===== config.mk =====
export PLATFORM = sky130hd
export DESIGN_NAME = move_tick_gen
export DESIGN_NICKNAME = d
export VERILOG_FILES = /design/src/rtl/move_tick_gen.sv
export SDC_FILE = /design/constraint.sdc
export NUM_CORES = 1
export LEC_CHECK = 0
export ABC_CLOCK_PERIOD_IN_PS = 2620
export BUFFER_PORTS_ARGS = -buffer_cell sky130_fd_sc_hd__buf_2
export CAP_MARGIN = 15
export CORE_MARGIN = 4
export CORE_UTILIZATION = 45
export DETAILED_ROUTE_END_ITERATION = 8
export GPL_ROUTABILITY_DRIVEN = 0
export GPL_TIMING_DRIVEN = 1
export PLACE_DENSITY_LB_ADDON = 0.2
export SLEW_MARGIN = 20
export SYNTH_ARGS = -nofsm -noshare
export SYNTH_HDL_FRONTEND = slang
export SYNTH_SLANG_ARGS = --single-unit

===== constraint.sdc =====
create_clock -name clk -period 2.62 [get_ports clk]
set_input_delay 0.393 -clock clk [delete_from_list [all_inputs] [get_ports clk]]
set_output_delay 0.393 -clock clk [all_outputs]
set_load 0.02 [all_outputs]

===== src/rtl/move_tick_gen.sv =====
// move_tick_gen: turns the 7-bit move period code (10 ms units) into a
// one-cycle snake move strobe plus a pending flag held until the game FSM
// acknowledges the move.
// Optional feature macro: MOVE_TICK_OVERRUN_EN adds the overrun_cnt port,
// which counts boundaries that arrive while a previous move is still unacked.
module move_tick_gen #(
  parameter int PRESCALE = 500000,  // clk cycles per 10 ms unit, >= 2
  parameter int PS_W     = 19       // must hold PRESCALE-1
) (
  input  logic       clk,
  input  logic       rst,
  input  logic       enable,
  input  logic [6:0] frequency,
  input  logic       tick_ack,
  output logic       tick,
  output logic       tick_pending,
  output logic [6:0] period_q,
  output logic [6:0] unit_cnt
`ifdef MOVE_TICK_OVERRUN_EN
  ,
  output logic [7:0] overrun_cnt
`endif
);

  typedef enum logic {IDLE, RUN} state_t;

  state_t          state_q, state_d;
  logic [PS_W-1:0] ps_cnt;
  logic            unit_stb;
  logic            boundary;
  logic [6:0]      freq_eff;

  // A code of 0 would mean an empty interval; treat it as the shortest one.
  assign freq_eff = (frequency == 7'd0) ? 7'd1 : frequency;
  assign unit_stb = (ps_cnt == PS_W'(PRESCALE - 1));
  // period_q is never 0 in RUN, so period_q-1 cannot underflow there.
  assign boundary = (state_q == RUN) && enable && unit_stb &&
                    (unit_cnt == (period_q - 7'd1));

  // State register.
  always_ff @(posedge clk) begin
    if (rst) state_q <= IDLE;
    else     state_q <= state_d;
  end

  // Next state: enable alone moves between stopped and running.
  always_comb begin
    state_d = state_q;
    case (state_q)
      IDLE:    if (enable)  state_d = RUN;
      RUN:     if (!enable) state_d = IDLE;
      default: state_d = IDLE;
    endcase
  end

  // Timing datapath: prescaler, unit counter, strobe and pending flag.
  always_ff @(posedge clk) begin
    if (rst) begin
      ps_cnt       <= '0;
      unit_cnt     <= '0;
      period_q     <= '0;
      tick         <= 1'b0;
      tick_pending <= 1'b0;
    end else begin
      tick <= 1'b0;
      case (state_q)
        IDLE: begin
          ps_cnt       <= '0;
          unit_cnt     <= '0;
          tick_pending <= 1'b0;
          // Entry edge latches the period so the first interval is full length.
          if (enable) period_q <= freq_eff;
        end
        RUN: begin
          if (!enable) begin
            ps_cnt       <= '0;
            unit_cnt     <= '0;
            tick_pending <= 1'b0;
          end else begin
            ps_cnt <= unit_stb ? '0 : ps_cnt + PS_W'(1);
            if (unit_stb) unit_cnt <= boundary ? 7'd0 : unit_cnt + 7'd1;
            if (boundary) begin
              tick         <= 1'b1;
              // New move wins over a same-edge ack.
              tick_pending <= 1'b1;
              // Period changes only land here, never mid-interval.
              period_q     <= freq_eff;
            end else if (tick_ack) begin
              tick_pending <= 1'b0;
            end
          end
        end
        default: begin
          ps_cnt       <= '0;
          unit_cnt     <= '0;
          tick_pending <= 1'b0;
        end
      endcase
    end
  end

`ifdef MOVE_TICK_OVERRUN_EN
  // Saturating count of moves dropped because the previous one was never acked;
  // survives enable=0 so the game can read it after a stop.
  always_ff @(posedge clk) begin
    if (rst)
      overrun_cnt <= '0;
    else if (boundary && tick_pending && !tick_ack && (overrun_cnt != 8'hFF))
      overrun_cnt <= overrun_cnt + 8'd1;
  end
`endif

endmodule

==> impl_metrics.env, run 1 <==
export IMPL_grt_pass1_wl_microns=6620
export IMPL_rsz0062_at_grt="false"
export IMPL_slew_headroom_pct=62.0
export IMPL_critPathMaxFanout=8
export IMPL_die_area_sq_um=5250
export IMPL_start_kind="register"
export IMPL_final_setup_skew_ns=0.00441
export IMPL_worstSkewPairLatency_ns=0.28
export IMPL_ys_flop_type="dfxtp_1"
export IMPL_hpwl_microns=2800
export IMPL_viasPerCell=5.28
export IMPL_synth_edf_count=0
export IMPL_tightest_slew_ns=0.565
export IMPL_multiInputGateArea_sq_um=1100
export IMPL_run_status="finished, final reports clean"
export IMPL_synth_seq_cells=36
export IMPL_syn_instance_count=213
export IMPL_drc=0
export IMPL_fmax_mhz=417
export IMPL_grt_pass1_vias=1461
export IMPL_layout_drive_gt1_share_pct=20.8
export IMPL_clkTransAtPathRegs_ns=0.07
export IMPL_start_util_pct=46.7
export IMPL_place_ws_ns=0.152
export IMPL_finalHoldViolations=0
export IMPL_worstHoldPathType="in -> reg"
export IMPL_num_antenna_cells=0
export IMPL_wl_per_cell_microns=12.7
export IMPL_drt_iter0_drc=96
export IMPL_synth_area_sq_um=1870
export IMPL_antenna_found_initial=0
export IMPL_final_max_slew_violation_count=0
export IMPL_worst_slack_ns=0.224
export IMPL_cts_buffer_depth=2
export IMPL_cts_htree_levels=2
export IMPL_yosysSeqAreaShare_pct=38.6
export IMPL_ctsHoldBuffers=0
export IMPL_grt_total_usage_pct=16.0
export IMPL_layout_min_cycle_time_ns=2.40
export IMPL_ios=27
export IMPL_async_flop_share_pct=0
export IMPL_clock_sinks=36
export IMPL_ir_worst_vdd_mv=0.286
export IMPL_die_w_microns=72.5
export IMPL_portBuffers=26
export IMPL_leakage_nw=0.845
export IMPL_power_density_nw_per_um2=500
export IMPL_n_fill_cell=382
export IMPL_grt_overflow=0
export IMPL_grt_max_degree=18
export IMPL_fin_crit_sh_pct=91.4
export IMPL_drtPass1Iterations=4
export IMPL_synth_cell_type_count=44
export IMPL_worstSetupPathType="reg -> reg"
export IMPL_postRouteAntennaNets=0
export IMPL_die_h_microns=72.5
export IMPL_max_cap_violations=0
export IMPL_final_nets=258
export IMPL_required_ns=2.78
export IMPL_cts_root_buffer="clkbuf_8"
export IMPL_via_count=1559
export IMPL_numCtsBuffers=5
export IMPL_yosysWarnings=0
export IMPL_rows=23
export IMPL_cts_tree="yes"
export IMPL_routed_wl_microns=3760
export IMPL_syn_nets=227
export IMPL_tns_ns=0
export IMPL_core_area_sq_um=4000
export IMPL_cts_resized=0
export IMPL_register_area_sq_um=721
export IMPL_areaGrowthSynthToFinish_pct=15.5
export IMPL_critPathArrivalTime_ns=2.56
export IMPL_synth_avg_cell_area_sq_um=8.78
export IMPL_end_kind="register"
export IMPL_setup_violations=0
==> sequential cells by signal, summed over array words and instances, names as in the netlist <==
| name | cells |
|---|---|
| period_q | 7 |
| ps_cnt | 19 |
| state_q | 1 |
| tick | 1 |
| tick_pending | 1 |
| unit_cnt | 7 |
==> placed cells by master (no fill, tap or decap), types with 4 or more instances in the layout <==
master	n
buf_4	4
inv_1	6
xor2_1	14
nor2_1	32
clkbuf_8	6
a21oi_1	5
nand4_1	6
buf_2	26
dfxtp_1	36
nand2_1	14
nand3_1	15
and3_1	5
xnor2_1	12
o21ai_0	8
mux2i_1	7
==> timing repair <==
| item | CTS | global route |
|---|---|---|
| buffers inserted | 0 | 1 |
| hold endpoints to repair | 0 | 0 |
| endpoints found under the setup margin | 0 | 5 |
==> area by class of cell <==
class,instances,share of cell area (%)
clock buffers,6,3.82
clock inverters,2,0.463
inverters,6,1.04
multi-input cells,165,51.0
flip-flops and latches,36,33.4
well taps,50,2.90
repair buffers,30,7.42
==> synthesized netlist by cell type (3+ instances only) <==
| cell | number | area share [%] |
|---|---|---|
| a21oi_1 | 5 | 1.3 |
| and2_1 | 3 | 1.0 |
| and3_1 | 5 | 1.7 |
| clkbuf_1 | 4 | 0.80 |
| dfxtp_1 | 36 | 39 |
| ha_1 | 3 | 2.0 |
| inv_1 | 6 | 1.2 |
| mux2i_1 | 7 | 3.7 |
| nand2_1 | 14 | 2.8 |
| nand3_1 | 15 | 4.0 |
| nand4_1 | 6 | 2.0 |
| nor2_1 | 32 | 6.4 |
| nor2b_1 | 3 | 1.0 |
| nor3b_1 | 3 | 1.2 |
| nor4_1 | 3 | 1.0 |
| o21ai_0 | 8 | 2.1 |
| or3_1 | 3 | 1.0 |
| xnor2_1 | 12 | 5.6 |
| xor2_1 | 14 | 6.6 |
==> worst paths after layout <==
path,endpoint,slack [ns],startpoint,cells after the start
hold reg to reg,tick_pending$_SDFFE_PP0P_,0.47,tick_pending$_SDFFE_PP0P_,2
setup reg to reg,period_q[0]$_SDFFE_PP0P_,0.22,period_q[1]$_SDFFE_PP0P_,9
setup / recovery,period_q[0]$_SDFFE_PP0P_,0.22,period_q[1]$_SDFFE_PP0P_,9
hold / removal,period_q[4]$_SDFFE_PP0P_,0.35,frequency[4],3
==> layer usage <==
metal	track usage (%)	vias up	routed length, microns
met1	21.4	715	1820
li1	-	807	-
met5	0	-	0
met3	3.88	9	152
met2	24.7	28	1710
met4	6.97	0	76
==> critical path, cell delays in order, from the launching register on <==
cell and delay, ns:
dfxtp_1 0.44, inv_1 0.07, ha_1 0.27, or3_1 0.33
o211ai_1 0.20, o311ai_2 0.15, a31oi_2 0.24, a41oi_4 0.26
nor3_2 0.25, a211oi_2 0.06
==> logic make-up (layout without fill, tap and decap cells) <==
| group | count (synthesis) | count (layout) | synth area share, % |
|---|---|---|---|
| multiplexers | 7 | 7 | 3.75 |
| buffers and inverters | 12 | 44 | 2.54 |
| adder cells (fa/ha/maj) | 3 | 3 | 2.01 |
| AND/OR/NAND/NOR | 104 | 104 | 30.3 |
| XOR/XNOR | 26 | 26 | 12.2 |
| AO/OA/AOI/OAI | 25 | 25 | 10.7 |
| flip-flops | 36 | 36 | 38.6 |
==> per-stage QoR <==
| step | instance area [sq um] | utilization [%] | cells | total power, W | hold WS, ns |
|---|---|---|---|---|---|
| 6_report | 2160 | 54.0 | 295 | 0.00108 | 0.347 |
| 5_1_grt | 2160 | 54.0 | 295 | 0.00113 | 0.345 |
| 4_1_cts | 2150 | 53.8 | 294 | 0.00110 | 0.340 |
| 3_5_place_dp | 2060 | 51.5 | 286 | 0.000692 | 0.467 |
| 3_3_place_gp | 2060 | 51.5 | 286 | 0.000691 | 0.459 |
| 2_1_floorplan | 1870 | - | 213 | 0.000657 | 0.442 |
==> power breakdown <==
| part | switching (W) | total, W | internal, W |
|---|---|---|---|
| Combinational | 0.0000621 | 0.000113 | 0.0000510 |
| Sequential | 0.0000109 | 0.000566 | 0.000555 |
| Clock | 0.000191 | 0.000401 | 0.000210 |
| Total | 0.000265 | 0.00108 | 0.000816 |
Power figures use the tool's default switching activity.
==> inputs of run 2 (changes only) <==
--- a/config.mk
+++ b/config.mk
@@ -5,6 +5,7 @@
 export SDC_FILE = /design/constraint.sdc
 export NUM_CORES = 1
 export LEC_CHECK = 0
+export ABC_AREA = 1
 export ABC_CLOCK_PERIOD_IN_PS = 2620
 export BUFFER_PORTS_ARGS = -buffer_cell sky130_fd_sc_hd__buf_2
 export CAP_MARGIN = 15
==> run 2 against run 1 <==
Clock power increased by 20%. Worst setup slack improved by 0.32 ns. Largest power group unchanged. Hold slack got worse by 0.044 ns. Global-route usage decreased by 0.065 points. Clock skew increased by 0.0041 ns.
==> impl_metrics.env, run 2 <==
export IMPL_run_status="finished, final reports clean"
export IMPL_hold_path_depth=2
export IMPL_final_max_slew_violation_count=0
export IMPL_ir_worst_vdd_mv=0.412
export IMPL_tightest_slew_ns=0.442
export IMPL_grtUsageMet3_pct=4.01
export IMPL_largest_register="ps_cnt"
export IMPL_n_fill_cell=432
export IMPL_crit_top_cell="nor2_1"
export IMPL_final_cell_mix="nand2_1 (67), nor2_1 (38), inv_1 (37)"
export IMPL_synth_seq_cells=36
export IMPL_grt_pass1_vias=1490
export IMPL_cts_tree="yes"
export IMPL_top_usage_layer="met1"
export IMPL_hold_start="rst"
export IMPL_ctsHoldBuffers=0
export IMPL_ios=27
export IMPL_layout_drive_gt1_share_pct=18.5
export IMPL_max_cap_violations=0
export IMPL_r2r_setup_slack_ns=0.55
export IMPL_rows=24
export IMPL_layout_min_cycle_time_ns=2.07
export IMPL_async_flop_share_pct=0
export IMPL_hpwl_microns=3250
export IMPL_path_cells="clkinv_1, ha_1, inv_1, nand2_1, nand2_1, nor2_1, nand3_1, nor2_1, nand3_2, a21oi_1, nor2_1"
export IMPL_critPathArrivalTime_ns=2.25
export IMPL_final_core_util_pct=52.5
export IMPL_r2r_end="period_q[5]$_SDFFE_PP0P_"
export IMPL_antenna_found_initial=0
export IMPL_via_count=1790
export IMPL_start_util_pct=46.6
export IMPL_grt_total_usage_pct=16.0
export IMPL_grt_pass1_wl_microns=6930
export IMPL_ys_top_cells_by_count="nand2_1 (67), nor2_1 (38), inv_1 (37), dfxtp_1 (36), nand3_1 (18)"
export IMPL_synth_cell_type_count=39
export IMPL_wl_per_cell_microns=11.2
export IMPL_total_power_w=0.00116
export IMPL_final_setup_skew_ns=0.00853
export IMPL_synth_area_top_cells="dfxtp_1 (36%), nand2_1 (12%), nor2_1 (7.0%)"
export IMPL_num_antenna_cells=0
export IMPL_r2r_start="period_q[0]$_SDFFE_PP0P_"
export IMPL_finalHoldViolations=0
export IMPL_drtPass1Iterations=4
export IMPL_yosysWarnings=0
export IMPL_slew_headroom_pct=70.3
export IMPL_ys_flop_type="dfxtp_1"
export IMPL_cts_resized=0
export IMPL_worstSkewPairLatency_ns=0.29
export IMPL_met1_usage_pct=24.3
export IMPL_cpMaxStageDelayCell="dfxtp_1"
export IMPL_worstSetupPathType="reg -> reg"
export IMPL_whs_ns=0.304
export IMPL_rsz0062_at_grt="false"
export IMPL_cts_buffer_depth=2
export IMPL_fin_crit_sh_pct=79.0
export IMPL_core_area_sq_um=4350
export IMPL_postRouteAntennaNets=0
export IMPL_portBuffers=26
export IMPL_final_nets=332
export IMPL_die_area_sq_um=5650
export IMPL_syn_nets=304
export IMPL_worstHoldPathType="in -> reg"
export IMPL_post_cts_buffers=0
export IMPL_yosysSeqAreaShare_pct=35.5
export IMPL_holdPathEnd="state_q$_SDFF_PP0_"
export IMPL_use_met2_pct=21.5
export IMPL_grt_overflow=0
export IMPL_die_w_microns=75.1
export IMPL_synth_most_common_cell="nand2_1"
export IMPL_drc=0
export IMPL_synth_avg_cell_area_sq_um=6.99
export IMPL_place_ws_ns=0.606
export IMPL_largest_reg_flops=19
export IMPL_layout_commonest_cell="nand2_1"
export IMPL_synth_top_cell_by_area="dfxtp_1"
export IMPL_cts_htree_levels=2
export IMPL_clkTransAtPathRegs_ns=0.06
export IMPL_reg_top3="ps_cnt x19, period_q x7, unit_cnt x7"
export IMPL_areaGrowthSynthToFinish_pct=12.8
export IMPL_tns_ns=0
export IMPL_cts_root_buffer="clkbuf_8"
export IMPL_numCtsBuffers=5
export IMPL_grt_max_degree=15
export IMPL_fmax_mhz=483
export IMPL_leakage_nw=1.03
export IMPL_ff2ff_path_depth=11
export IMPL_synth_top_area_share_pct=35.5
export IMPL_end_kind="register"
export IMPL_drt_iter0_drc=113
export IMPL_syn_instance_count=290
export IMPL_viasPerCell=4.82
export IMPL_power_density_nw_per_um2=508
export IMPL_register_area_sq_um=721
export IMPL_setup_violations=0
export IMPL_clock_sinks=36
export IMPL_multiInputGateArea_sq_um=1100
export IMPL_start_kind="register"
export IMPL_worst_slack_ns=0.549
export IMPL_critPathMaxFanout=14
export IMPL_die_h_microns=75.1
export IMPL_required_ns=2.80
export IMPL_slowest_delay_ns=0.37
export IMPL_routed_wl_microns=4160
export IMPL_synth_edf_count=0
export IMPL_synth_area_sq_um=2030
[run 2: cell types whose count changed after synthesis, moves of 6 or more]
cell | before | now
nand2_1 | 14 | 67
inv_1 | 6 | 37
a21oi_1 | 5 | 14
xnor2_1 | 12 | 3
mux2i_1 | 7 | 0
nand3_2 | 0 | 7
nor2_1 | 32 | 38
[run 2: how the worst max path moves through the flow]
stage | endpoint | slack, ns | start | cells past startpoint
2_1_floorplan | period_q[0]$_SDFFE_PP0P_ | 0.72 | period_q[0]$_SDFFE_PP0P_ | 12
3_3_place_gp | period_q[0]$_SDFFE_PP0P_ | 0.62 | period_q[0]$_SDFFE_PP0P_ | 11
3_5_place_dp | period_q[5]$_SDFFE_PP0P_ | 0.61 | period_q[0]$_SDFFE_PP0P_ | 11
4_1_cts | period_q[5]$_SDFFE_PP0P_ | 0.56 | period_q[0]$_SDFFE_PP0P_ | 11
5_1_grt | period_q[0]$_SDFFE_PP0P_ | 0.38 | period_q[0]$_SDFFE_PP0P_ | 11
6_report | period_q[5]$_SDFFE_PP0P_ | 0.55 | period_q[0]$_SDFFE_PP0P_ | 11
[run 2: logic make-up after synthesis]
| kind of cell | count (synthesis) | synth area share [%] |
|---|---|---|
| AOI/OAI and AO/OA | 29 | 8.02 |
| xor gates and xnor gates | 13 | 5.61 |
| adders and majority gates | 3 | 1.85 |
| buffers and inverters | 48 | 10.3 |
| DFF | 36 | 35.5 |
| and+or+nand+nor | 161 | 38.7 |
[run 2: routing by layer]
metal / wire (microns) / part of all wire (%)
met1: 2250 / 54
met5: 0 / 0
met2: 1680 / 40
met4: 66 / 1.6
met3: 159 / 3.8
[run 2: metrics by stage]
step	instance area, sq um	instances
after CTS	2290	371
after detailed placement	2180	363
final	2290	371
after global routing	2290	371
after floorplan	2030	290
after global placement	2180	363
[run 2: worst max-delay path, delay by kind of cell (launching register included)]
kind	cells	cell delay (ns)
compound gates	1	0.24
buf+inv	2	0.18
fa+ha+maj	1	0.32
flops	1	0.37
simple gates	7	0.86
[run 2: final cells by class]
type / count / share of cell area [%]
sequential: 36 / 31.5
inverter: 42 / 6.89
tap: 52 / 2.84
multi-input combinational: 206 / 48.0
timing repair buffer: 27 / 6.02
clock inverter: 2 / 1.53
clock buffer: 6 / 3.17
[run 2: report_power, final]
group          internal (W)  switching, W  total [W]
Clock              0.000282      0.000198   0.000480
Combinational     0.0000437     0.0000726   0.000116
Sequential         0.000557     0.0000100   0.000567
Total              0.000883      0.000280    0.00116
==> inputs of run 3 (changes only) <==
--- a/config.mk
+++ b/config.mk
@@ -5,8 +5,8 @@
 export SDC_FILE = /design/constraint.sdc
 export NUM_CORES = 1
 export LEC_CHECK = 0
-export ABC_AREA = 1
-export ABC_CLOCK_PERIOD_IN_PS = 2620
+export ABC_AREA = 0
+export ABC_CLOCK_PERIOD_IN_PS = 2150
 export BUFFER_PORTS_ARGS = -buffer_cell sky130_fd_sc_hd__buf_2
 export CAP_MARGIN = 15
 export CORE_MARGIN = 4
==> constraint.sdc (replaced) <==
create_clock -name clk -period 2.15 [get_ports clk]
set_input_delay 0.3225 -clock clk [delete_from_list [all_inputs] [get_ports clk]]
set_output_delay 0.3225 -clock clk [all_outputs]
set_load 0.02 [all_outputs]
==> run 3 against run 2 <==
The run now ends with negative setup slack left. Fmax decreased by 3.9%. Sequential cell count unchanged. Hold slack got worse by 0.014 ns. Worst setup slack got worse by 0.55 ns. Global-route usage increased by 1.0 points. Critical path type unchanged. Largest cell class unchanged. Highest routed layer unchanged.
==> impl_metrics.env, run 3 (synthesis gave the netlist of run 1 again) <==
export IMPL_met1_usage_pct=23.6
export IMPL_leakage_nw=0.960
export IMPL_rsz0062_at_grt="true"
export IMPL_num_antenna_cells=0
export IMPL_ctsHoldBuffers=0
export IMPL_worst_slack_ns=-0.00571
export IMPL_wl_per_cell_microns=13.2
export IMPL_grt_overflow=0
export IMPL_via_count=1637
export IMPL_layout_commonest_cell="dfxtp_1"
export IMPL_grt_total_usage_pct=17.0
export IMPL_grtUsageMet3_pct=4.71
export IMPL_die_w_microns=72.5
export IMPL_cts_buffer_depth=2
export IMPL_power_density_nw_per_um2=572
export IMPL_path_buf_inv=1
export IMPL_grt_pass1_wl_microns=7020
export IMPL_required_ns=2.31
export IMPL_critPathTopFamily="compound AO/OA/AOI/OAI gates"
export IMPL_grt_max_degree=18
export IMPL_dp_cells=305
export IMPL_top_usage_layer="met2"
export IMPL_worstHoldPathType="in -> reg"
export IMPL_critPathMaxFanout=8
export IMPL_clock_sinks=36
export IMPL_portBuffers=26
export IMPL_die_h_microns=72.5
export IMPL_cts_htree_levels=2
export IMPL_final_max_slew_violation_count=0
export IMPL_hpwl_microns=3140
export IMPL_largest_reg_flops=19
export IMPL_finalHoldViolations=0
export IMPL_postPlaceCellArea_sq_um=2240
export IMPL_grt_pass1_vias=1537
export IMPL_clkTransAtPathRegs_ns=0.06
export IMPL_place_ws_ns=-0.0123
export IMPL_n_fill_cell=328
export IMPL_violations="negative setup slack"
export IMPL_worstSkewPairLatency_ns=0.29
export IMPL_drtPass1Iterations=4
export IMPL_critPathArrivalTime_ns=2.31
export IMPL_final_cell_mix="dfxtp_1 (34), nor2_1 (32), buf_2 (26)"
export IMPL_start_kind="register"
export IMPL_max_cap_violations=0
export IMPL_drc=0
export IMPL_reg_top3="ps_cnt x19, period_q x7, unit_cnt x7"
export IMPL_layout_drive_gt1_share_pct=30.6
export IMPL_viasPerCell=5.20
export IMPL_design_area_sq_um=2380
export IMPL_largest_register="ps_cnt"
export IMPL_fmax_mhz=464
export IMPL_rows=23
export IMPL_cts_root_buffer="clkbuf_8"
export IMPL_run_status="finished, violations left"
export IMPL_path_cells="inv_4, ha_4, or3_1, o211ai_1, o311ai_2, a31oi_2, a41oi_4, nor3_2, a211oi_2"
export IMPL_final_nets=278
export IMPL_numCtsBuffers=5
export IMPL_ir_worst_vdd_mv=0.391
export IMPL_routed_wl_microns=4160
export IMPL_multiInputGateArea_sq_um=1150
export IMPL_cts_tree="yes"
export IMPL_setup_violations=1
export IMPL_use_met2_pct=25.2
export IMPL_ios=27
export IMPL_tns_ns=-0.00571
export IMPL_drt_iter0_drc=95
export IMPL_postRouteAntennaNets=0
export IMPL_fin_crit_sh_pct=100
export IMPL_tightest_slew_ns=0.423
export IMPL_layout_cells_non_filler=315
export IMPL_worstSetupPathType="reg -> reg"
export IMPL_register_area_sq_um=728
export IMPL_core_area_sq_um=4000
export IMPL_areaGrowthSynthToFinish_pct=27.4
export IMPL_antenna_found_initial=0
export IMPL_die_area_sq_um=5250
export IMPL_start_util_pct=46.7
export IMPL_layout_min_cycle_time_ns=2.16
export IMPL_slowest_delay_ns=0.37
export IMPL_slew_headroom_pct=71.7
export IMPL_end_kind="register"
export IMPL_cpMaxStageDelayCell="dfxtp_4"
export IMPL_final_setup_skew_ns=0.00656
export IMPL_final_core_util_pct=59.6
run 3: cell count changes in the layout (fill, tap and decap cells not counted), sizes merged, moves of 7 or more:
cell	delta
nand2	-52
nand3	-10
nor2	-13
a21oi	-8
inv	-33
xnor2	+9
mux2i	+7
buf	+23
run 3: timing repair:
action | CTS | global route
gates resized for setup | 0 | 11
pin swaps | 2 | 6
gates cloned | 0 | 0
setup buffers | 0 | 2
endpoints found under the setup margin | 1 | 23
run 3: cell type report:
| cell class | instances | share of cell area (%) |
|---|---|---|
| Clock buffer | 7 | 3.62 |
| Clock inverter | 1 | 0.263 |
| Inverter | 6 | 1.16 |
| Multi-Input combinational cell | 165 | 48.2 |
| Sequential cell | 36 | 30.6 |
| Tap cell | 50 | 2.63 |
| Timing Repair Buffer | 50 | 13.6 |
run 3: metrics by stage:
stage	hold WS [ns]	total power, W
after floorplan	0.442	0.000809
after global placement	0.455	0.000874
after detailed placement	0.466	0.000876
after CTS	0.278	0.00138
after global routing	0.310	0.00143
final	0.289	0.00136
run 3: power by group:
part | internal (W) | total [W] | switching (W)
clock | 0.000261 | 0.000496 | 0.000235
combinational | 0.0000874 | 0.000177 | 0.0000898
sequential | 0.000676 | 0.000689 | 0.0000133
run 3: worst min-delay path, cell delays in order:
cell	delay [ns]
buf_2	0.08
mux2i_1	0.06
nor2_1	0.07
run 3: final timing paths:
kind,startpoint,endpoint,slack (ns),depth (start not counted)
setup / recovery,period_q[1]$_SDFFE_PP0P_,period_q[0]$_SDFFE_PP0P_,-0.006,9
hold / removal,frequency[2],period_q[2]$_SDFFE_PP0P_,0.29,3
hold reg to reg,tick_pending$_SDFFE_PP0P_,tick_pending$_SDFFE_PP0P_,0.48,2
setup reg to reg,period_q[1]$_SDFFE_PP0P_,period_q[0]$_SDFFE_PP0P_,-0.006,9
run 3: routing by layer:
metal | vias to the layer above | part of all wire, %
li1 | 847 | -
met1 | 743 | 49
met2 | 38 | 44
met3 | 9 | 5.2
met4 | 0 | 1.8
met5 | - | 0
